<file path="src/rtl/mbp_choice_sync.sv">
// Tournament choice predictor: per-slot saturating chooser, sync-read RAMs,
// RMW update with forwarding, init sweep; MBP_CHOICE_GHR_HASH_EN hashes rows.
package config_pkg;
  typedef struct packed {
    int unsigned VLEN;
    int unsigned INSTR_PER_FETCH;
    bit          RVC;
    int unsigned ChoiceCtrBits;
  } cva6_cfg_t;

  localparam cva6_cfg_t cva6_cfg_empty = '{
    VLEN:            32,
    INSTR_PER_FETCH: 2,
    RVC:             1'b1,
    ChoiceCtrBits:   2
  };
endpackage

module mbp_choice_sync
  import config_pkg::*;
#(
  parameter cva6_cfg_t   CVA6Cfg    = cva6_cfg_empty,
  parameter int unsigned NR_ENTRIES = 1024,
  parameter int unsigned CTR_BITS   = CVA6Cfg.ChoiceCtrBits,
  parameter int unsigned GHR_BITS   = 8
) (
  input  logic                               clk_i,
  input  logic                               rst_ni,
  input  logic                               flush_bp_i,
  input  logic                               debug_mode_i,
  input  logic [CVA6Cfg.VLEN-1:0]            vpc_i,
  input  logic [GHR_BITS-1:0]                ghr_i,
  input  logic                               update_valid_i,
  input  logic [CVA6Cfg.VLEN-1:0]            update_pc_i,
  input  logic [GHR_BITS-1:0]                update_ghr_i,
  input  logic                               update_taken_i,
  input  logic                               lbp_valid_i,
  input  logic                               lbp_taken_i,
  input  logic                               gbp_valid_i,
  input  logic                               gbp_taken_i,
  output logic [CVA6Cfg.INSTR_PER_FETCH-1:0] select_prediction_o,
  output logic                               ready_o
);

  localparam int unsigned IPF = CVA6Cfg.INSTR_PER_FETCH;
  localparam int unsigned NR_ROWS = NR_ENTRIES / IPF;
  localparam int unsigned ROW_BITS = $clog2(NR_ROWS);
  localparam int unsigned OFFSET = CVA6Cfg.RVC ? 1 : 2;
  localparam int unsigned ROW_ADDR_BITS = $clog2(IPF);
  localparam int unsigned BANK_W =
    (ROW_ADDR_BITS > 0) ? ROW_ADDR_BITS : 1;
  localparam int unsigned RLO = ROW_ADDR_BITS + OFFSET;

  localparam logic [CTR_BITS-1:0] INIT_VAL =
    CTR_BITS'((1 << (CTR_BITS - 1)) - 1);
  localparam logic [CTR_BITS-1:0] CTR_MAX = '1;
  localparam logic [ROW_BITS-1:0] LAST_ROW =
    ROW_BITS'(NR_ROWS - 1);

  typedef enum logic {
    INIT,
    RUN
  } state_e;

  typedef struct packed {
    logic                valid;
    logic [ROW_BITS-1:0] row;
    logic [BANK_W-1:0]   bank;
    logic                inc;
    logic                dec;
  } upd_t;

  state_e              state_q, state_d;
  logic [ROW_BITS-1:0] init_row_q, init_row_d;

  logic [ROW_BITS-1:0] pred_row;
  logic [ROW_BITS-1:0] upd_row;
  logic [BANK_W-1:0]   upd_bank;

  logic                g_ok, l_ok;
  logic                upd_acc;
  logic                run_rd;
  logic                init_we;
  logic                s1_we;
  logic                s1_hit;
  upd_t                s1_d, s1_q;
  logic                fwd_q;
  logic [CTR_BITS-1:0] fwd_val_q;
  logic [CTR_BITS-1:0] s1_rd, s1_cur, s1_new;

  logic [CTR_BITS-1:0] upd_rd [IPF];
  logic [IPF-1:0]      pred_msb;

  logic                unused_bits;

  assign unused_bits =
    ^{vpc_i, update_pc_i, ghr_i, update_ghr_i};

`ifdef MBP_CHOICE_GHR_HASH_EN
  assign pred_row =
    vpc_i[RLO+:ROW_BITS] ^ ROW_BITS'(ghr_i);
  assign upd_row =
    update_pc_i[RLO+:ROW_BITS] ^ ROW_BITS'(update_ghr_i);
`else
  assign pred_row = vpc_i[RLO+:ROW_BITS];
  assign upd_row  = update_pc_i[RLO+:ROW_BITS];
`endif

  if (CVA6Cfg.RVC && ROW_ADDR_BITS > 0) begin : g_bank_pc
    assign upd_bank = update_pc_i[OFFSET+:BANK_W];
  end else begin : g_bank_zero
    assign upd_bank = '0;
  end

  always_comb begin
    state_d    = state_q;
    init_row_d = init_row_q;
    unique case (state_q)
      INIT: begin
        if (flush_bp_i) begin
          init_row_d = '0;
        end else begin
          init_row_d = init_row_q + ROW_BITS'(1);
          if (init_row_q == LAST_ROW) state_d = RUN;
        end
      end
      RUN: begin
        if (flush_bp_i) begin
          state_d    = INIT;
          init_row_d = '0;
        end
      end
    endcase
  end

  always_ff @(posedge clk_i) begin
    if (!rst_ni) begin
      state_q    <= INIT;
      init_row_q <= '0;
    end else begin
      state_q    <= state_d;
      init_row_q <= init_row_d;
    end
  end

  assign ready_o = (state_q == RUN);
  assign run_rd  = (state_q == RUN) & ~flush_bp_i;
  assign init_we = rst_ni & (state_q == INIT);

  assign g_ok = gbp_valid_i & (gbp_taken_i == update_taken_i);
  assign l_ok = lbp_valid_i & (lbp_taken_i == update_taken_i);

  assign upd_acc = update_valid_i & ~debug_mode_i & run_rd;

  always_comb begin
    s1_d       = '0;
    s1_d.valid = upd_acc;
    s1_d.row   = upd_row;
    s1_d.bank  = upd_bank;
    s1_d.inc   = g_ok & ~l_ok;
    s1_d.dec   = l_ok & ~g_ok;
  end

  // A flush or reset kills the write of the update sitting in stage 1.
  assign s1_we  = rst_ni & s1_q.valid & run_rd;
  assign s1_hit = s1_we & (s1_q.row == upd_row)
                & (s1_q.bank == upd_bank);

  assign s1_rd = upd_rd[s1_q.bank];

  always_comb begin
    s1_cur = fwd_q ? fwd_val_q : s1_rd;
    s1_new = s1_cur;
    unique case (1'b1)
      s1_q.inc: begin
        if (s1_cur != CTR_MAX) s1_new = s1_cur + CTR_BITS'(1);
      end
      s1_q.dec: begin
        if (s1_cur != '0) s1_new = s1_cur - CTR_BITS'(1);
      end
      default: ;
    endcase
  end

  // Stage 0 reads RAM while stage 1 writes it; the hit flag swaps
  // the stale read for the value written on that same edge.
  always_ff @(posedge clk_i) begin
    if (!rst_ni) begin
      s1_q      <= '0;
      fwd_q     <= 1'b0;
      fwd_val_q <= '0;
    end else begin
      s1_q      <= s1_d;
      fwd_q     <= upd_acc & s1_hit;
      fwd_val_q <= s1_new;
    end
  end

  for (genvar b = 0; b < IPF; b++) begin : g_ram
    logic [CTR_BITS-1:0] mem [NR_ROWS];
    logic                we;
    logic [ROW_BITS-1:0] waddr;
    logic [CTR_BITS-1:0] wdata;
    logic [CTR_BITS-1:0] rd_q;
    logic                msb_q;

    always_comb begin
      we    = 1'b0;
      waddr = init_row_q;
      wdata = INIT_VAL;
      if (init_we) begin
        we = 1'b1;
      end else if (s1_we && s1_q.bank == BANK_W'(b)) begin
        we    = 1'b1;
        waddr = s1_q.row;
        wdata = s1_new;
      end
    end

    always_ff @(posedge clk_i) begin
      if (we) mem[waddr] <= wdata;
      rd_q <= mem[upd_row];
    end

    always_ff @(posedge clk_i) begin
      if (!rst_ni) begin
        msb_q <= 1'b0;
      end else begin
        msb_q <= run_rd & mem[pred_row][CTR_BITS-1];
      end
    end

    assign upd_rd[b]   = rd_q;
    assign pred_msb[b] = msb_q;
  end

  assign select_prediction_o = pred_msb;

endmodule

</file>
<file path="config.mk">
export PLATFORM = sky130hd
export DESIGN_NAME = mbp_choice_sync
export DESIGN_NICKNAME = d
export VERILOG_FILES = /design/src/rtl/mbp_choice_sync.sv
export SDC_FILE = /design/constraint.sdc
export NUM_CORES = 2
export LEC_CHECK = 0
export CAP_MARGIN = 25
export CORE_ASPECT_RATIO = 2
export CORE_MARGIN = 4
export CORE_UTILIZATION = 65
export CTS_BUF_LIST = sky130_fd_sc_hd__clkbuf_2 sky130_fd_sc_hd__clkbuf_4 sky130_fd_sc_hd__clkbuf_8
export CTS_CLUSTER_DIAMETER = 40
export DETAILED_ROUTE_END_ITERATION = 10
export GPL_TIMING_DRIVEN = 0
export PLACE_DENSITY = 0.88
export SLEW_MARGIN = 40
export SYNTH_ARGS = -nofsm -noshare
export SYNTH_HDL_FRONTEND = slang
export SYNTH_SLANG_ARGS = --single-unit
</file>
<file path="constraint.sdc">
create_clock -name clk_i -period 20.5 [get_ports clk_i]
set_input_delay 4.1 -clock clk_i [delete_from_list [all_inputs] [get_ports clk_i]]
set_output_delay 4.1 -clock clk_i [all_outputs]
set_load 0.005 [all_outputs]
</file>
==> key figures, run 1 <==
Clocking
  • Clock Path Buffers: 4
  • Clk root buf: clkbuf_8
  • Clock Sink Count: 2080
  • PostCTS Resize Cnt: 0
  • # Post-CTS Setup Buffers: 0
  • Num CTS Buffers: 291
  • Post-CTS Hold Buffers: 0
  • H-tree depth: 5

Place
  • GPL Wtd Cong: 1.14
  • Port bufs: 26
  • Post-DP HPWL: approximately 340000 um
  • Dpl cells: 7958

Yosys
  • Area leader, netlist: edfxtp_1
  • Ys flop type: edfxtp_1
  • Synth Area per Inst: about 16 um^2
  • Post-synth top area share: 65.1%
  • Synth unique cells: 76
  • EDFF count, synth: 2048
  • Yosys warnings: 0
  • Register area share after synthesis: between 60% and 70%
  • Seq cells post-synth: 2080
  • Syn_nets: 5996
  • Asr flop ratio synth: 0%
  • Synthesized cell area: 94500 um^2
  • Cells after synthesis: 5904
  • Largest cells by area after synthesis: edfxtp_1 65%, mux4_2 13%, mux2i_1 4.9%

Status
  • Error: [ERROR GRT-0116] Global routing finished with congestion. Check the congestion regions in the DRC Viewer.
  • Failing step: 5_1_grt
  • Status: did not finish

Floorplanning
  • Initial Utilization: 65.5%
  • Die width: 278 um
  • # IOs: 93
  • Die height: 547 um
  • # rows: 197

GRT
  • Total GRT Usage: between 60 and 70%
  • Largest net degree at the start of global routing: roughly 70
  • Gr ovfl total: 5
  • Vias in the first global route: ~73000
  • First-pass GRT wire length: 668000 um
==> stage by stage <==
| stage | area (um^2) | hold WS [ns] | setup WS [ns] | util (%) |
|---|---|---|---|---|
| floorplan | 94500 | 0.457 | 7.82 | - |
| global placement | 97100 | 0.506 | 0.805 | 67.3 |
| detailed placement | 101000 | 0.504 | 11.13 | 69.9 |
| CTS | 106000 | 0.524 | 12.09 | 73.8 |
==> logic make-up after synthesis <==
| logic type | share of synthesized area [%] |
|---|---|
| buffers and inverters | 3.09 |
| AOI/OAI and AO/OA | 4.87 |
| muxes | 19.0 |
| adders and majority gates | 0.0265 |
| xor gates and xnor gates | 0.158 |
| and+or+nand+nor | 7.11 |
| DFF | 65.8 |
==> metal layers <==
metal	overflow	track usage [%]
met1	0	67.3
met2	1	85.2
met3	0	49.1
met4	4	66.0
met5	0	26.3
==> synthesized netlist by cell type, types with 8 or more instances <==
master	instances
nor2_1	1127
buf_12	16
o211ai_1	10
a22oi_1	26
o31ai_1	16
nor4b_1	8
nand3_1	60
buf_1	55
o221ai_1	172
a21oi_1	107
and2_1	47
nand3b_1	11
dfxtp_1	32
buf_6	62
o21ai_0	28
clkbuf_1	274
buf_8	15
mux4_1	17
a221oi_1	12
buf_4	19
mux2i_1	460
mux4_2	553
or3_1	14
o22ai_1	127
nor2b_1	16
a211oi_1	41
nand2_1	150
mux2_2	37
nand4_1	9
nand2b_1	19
xnor2_1	12
edfxtp_1	2048
nor3_1	98
buf_2	49
inv_1	9
o21ai_1	16
o311a_1	8
==> run 2, diff against run 1 <==
==> config.mk (replaced) <==
export PLATFORM = sky130hd
export DESIGN_NAME = mbp_choice_sync
export DESIGN_NICKNAME = d
export VERILOG_FILES = /design/src/rtl/mbp_choice_sync.sv
export SDC_FILE = /design/constraint.sdc
export NUM_CORES = 2
export LEC_CHECK = 0
export CAP_MARGIN = 25
export CORE_MARGIN = 4
export CORE_UTILIZATION = 40
export DETAILED_ROUTE_END_ITERATION = 10
export GPL_TIMING_DRIVEN = 0
export PLACE_DENSITY_LB_ADDON = 0.15
export SLEW_MARGIN = 40
export SYNTH_ARGS = -nofsm -noshare
export SYNTH_HDL_FRONTEND = slang
export SYNTH_SLANG_ARGS = --single-unit
==> key figures, run 2 <==
Cells and area
  • Biggest register: g_ram.mem
  • Biggest regs: g_ram.mem: 2048 flops, s1_q: 13 flops, init_row_q: 9 flops
  • Core Util, Final: between 40% and 50%
  • Fin nets: 6419
  • Layout area overhead: 17.0%
  • Design Area, Final: between 100000 and 150000 um^2
  • Max reg flops: a little over 2000
  • Commonest non-fill, non-tap cell in the layout: edfxtp_1
  • Layout cell share with drive strength beyond 1: 23.9%
  • Most frequent cells in the layout: 2048 x edfxtp_1, 1123 x nor2_1, 553 x mux4_2

Place
  • Post-DP Area: 103000 um^2
  • Port bufs: 26
  • Dpl ws: 11.60 ns
  • GPL Wtd Cong: ~1.1
  • Post-DP HPWL: 346000 um

Power and ir drop
  • Pleak: 0.0402 uW
  • PD cells: around 85 nW/um^2
  • Pint: just over 7000 uW
  • Sequential share of power: 48.8%
  • Tot Pwr: 9430 uW
  • Switching Fraction: 25.0%
  • Switch Pwr: 2360 uW
  • Combinational group share of total power: 7.6%
  • Clk network pwr share: 43.5%
  • Maximum VDD drop: 0.0000840 V

Setup path
  • Startpoint Class: primary input
  • Critical R2R Launch: ready_o
  • WP data arrival: 8.94 ns
  • Reg-to-reg slack, setup: 16.13 ns
  • Critical path, cell by cell: clkdlybuf4s50_1 -> buf_2 -> buf_4 -> buf_2 -> buf_2 -> mux4_2 -> mux2i_1 -> o211ai_1 -> and4_1 -> nand4_1 -> o221ai_1
  • CP delay by family, top: buffers and inverters
  • CP startpoint: vpc_i[3]
  • Slowest stage cell, crit path: buf_2
  • CP peak stage delay: 0.78 ns
  • Crit Path Max Fanout: 10
  • Crit path capture type: flop
  • CP Data Required Time: 21.15 ns
  • Crit path buf inv count: 5
  • Critical path class: in2reg
  • Worst R2R End: g_ram[0].mem[62][0]
  • R2R cell count: 9
  • Cell mode on critical path: buf_2

Yosys
  • Yosys warnings: 0
  • Asr flop ratio synth: 0%
  • Seq cells post-synth: approximately 2100
  • Synth Area in Simple Gates: between 7 and 8%
  • Post-Synth Adder-Cell Area: less than 1%
  • Syn_nets: 5996
  • Ys flop type: edfxtp_1
  • Post-synth top area share: 65.1%
  • Cells after synthesis: 5904
  • Synthesized cell area: 94500 um^2
  • Compound-Gate Fraction of Synth Area: 4.87%
  • EDFF count, synth: 2048
  • XOR/XNOR Fraction of Synth Area: 0.158%
  • Largest family of logic cells by synthesized area: multiplexers
  • Top cells by count, synth: 2048 x edfxtp_1, 1127 x nor2_1, 553 x mux4_2, 460 x mux2i_1, 274 x clkbuf_1
  • Most common cell in the netlist: edfxtp_1
  • Register area share after synthesis: 65.8%
  • Synth Area per Inst: 16.0 um^2
  • Synth unique cells: 76
  • Mux cell area share after synthesis: 19.0%
  • Largest cells by area after synthesis: edfxtp_1 65%, mux4_2 13%, mux2i_1 4.9%
  • Area leader, netlist: edfxtp_1

STA
  • RSZ-0062 raised after global routing: false
  • Fin. Hold Viols: 0
  • Fin crit share: 40.5%
  • Slew of the pin with the lowest slew margin: about 1 ns
  • Fin crit period: a little over 8 ns
  • F_max: about 0.12 GHz
  • Max-slew violations: 0
  • Clock skew: 0.0730 ns
  • Slew headroom: 32.4%
  • Final setup violation count: 0
  • Total negative slack: 0 ns
  • Setup ws final: roughly 12 ns

Floorplanning
  • Die height: 494 um
  • Die width: 494 um
  • # IOs: 93
  • # rows: 178
  • Area of the die: between 200000 and 250000 um^2
  • Initial Utilization: 40.2%
  • Core area: approximately 240000 um^2

Routing
  • WL per Instance: between 40 and 50 um
  • Vias: between 60000 and 70000
  • Drt drc: 0
  • 1st-pass router iterations: 6
  • DRT iter0 DRCs: approximately 13000
  • DRT antenna net count: 0
  • Vias per inst: 6.93
  • Total Wirelength: 481000 um

Hold path
  • Worst min-delay path startpoint: s1_q[12]
  • Hold path cells: 2
  • Worst min path class: reg2reg
  • Hold endpoint: fwd_q

Clocking
  • TritonCTS clock tree: yes
  • PostCTS Resize Cnt: 0
  • Clock Path Buffers: 3
  • Post-CTS Hold Buffers: 0
  • Num CTS Buffers: 224
  • # Post-CTS Setup Buffers: 0
  • H-tree depth: 4
  • Clk_lat worst skew: 0.93 ns
  • Clk root buf: clkbuf_16
  • Reg clk slew, reported paths: approximately 0.070 ns
  • Clock Sink Count: 2080

GRT
  • Largest net degree at the start of global routing: 62
  • Initial antenna violation count: 55
  • Vias in the first global route: 62949
  • First-pass GRT wire length: 613000 um
  • Total GRT Usage: 38.7%
  • Gr ovfl total: 0

Job
  • Max Cap Viol: 0

Status
  • Status: completed
run 2: worst max path at each step:
stage               slack, ns              endpoint  depth (start not counted)
finish                  12.20        g_ram[1].msb_q                         11
global route            12.45        g_ram[1].msb_q                         13
CTS                     12.56        g_ram[1].msb_q                         11
detailed placement      11.60        g_ram[1].msb_q                         11
global placement        -1.46  g_ram[0].mem[399][1]                          5
floorplan                7.82    g_ram[0].mem[0][1]                          4
run 2: power groups by stage:
stage,Combinational [uW],Clock (uW),Sequential (uW)
after floorplan,254,0,4690
after global placement,619,0,4690
after detailed placement,674,0,4690
after CTS,675,4090,4600
after global routing,687,4280,4600
final,720,4110,4600
run 2: kinds of logic after synthesis:
family,Yosys count
AND/OR/NAND/NOR,1600
XOR/XNOR,17
buffers and inverters,503
flip-flops,2080
multiplexers,1068
adder cells (fa/ha/maj),2
AO/OA/AOI/OAI,634
run 2: area by class of cell:
class / count / area (um^2)
Timing Repair Buffer: 197 / 4030
Clock inverter: 134 / 1250
Inverter: 12 / 45.0
Clock buffer: 289 / 6030
Antenna cell: 51 / 128
Buffer: 491 / 3260
Multi-Input combinational cell: 3321 / 29700
Fill cell: 20437 / 125000
Sequential cell: 2080 / 62100
Tap cell: 3150 / 3940
run 2: worst register-to-register path: stages, from the launching register on:
cell and delay (ns):
dfxtp_1 0.54, clkbuf_1 0.35, nand4b_1 0.47, clkbuf_1 0.44, nor3_1 0.24, a21oi_1 0.17, nor2_1 0.78, nand2_1 0.37
clkbuf_1 0.38, nor2_1 0.28
run 2: layer usage:
layer	vias up	share of wire [%]	GRT usage (%)
li1	24572	-	-
met2	6269	41	53.1
met3	1525	15	16.9
met5	-	0.022	0
met1	35012	34	47.3
met4	14	9.7	31.2
run 2: per-stage QoR:
step	hold WS, ns	instances
2_1_floorplan	0.457	5904
3_3_place_gp	0.500	9080
3_5_place_dp	0.502	9251
4_1_cts	0.518	9674
5_1_grt	0.558	9680
6_report	0.526	9725
Power figures use the tool's default switching activity.
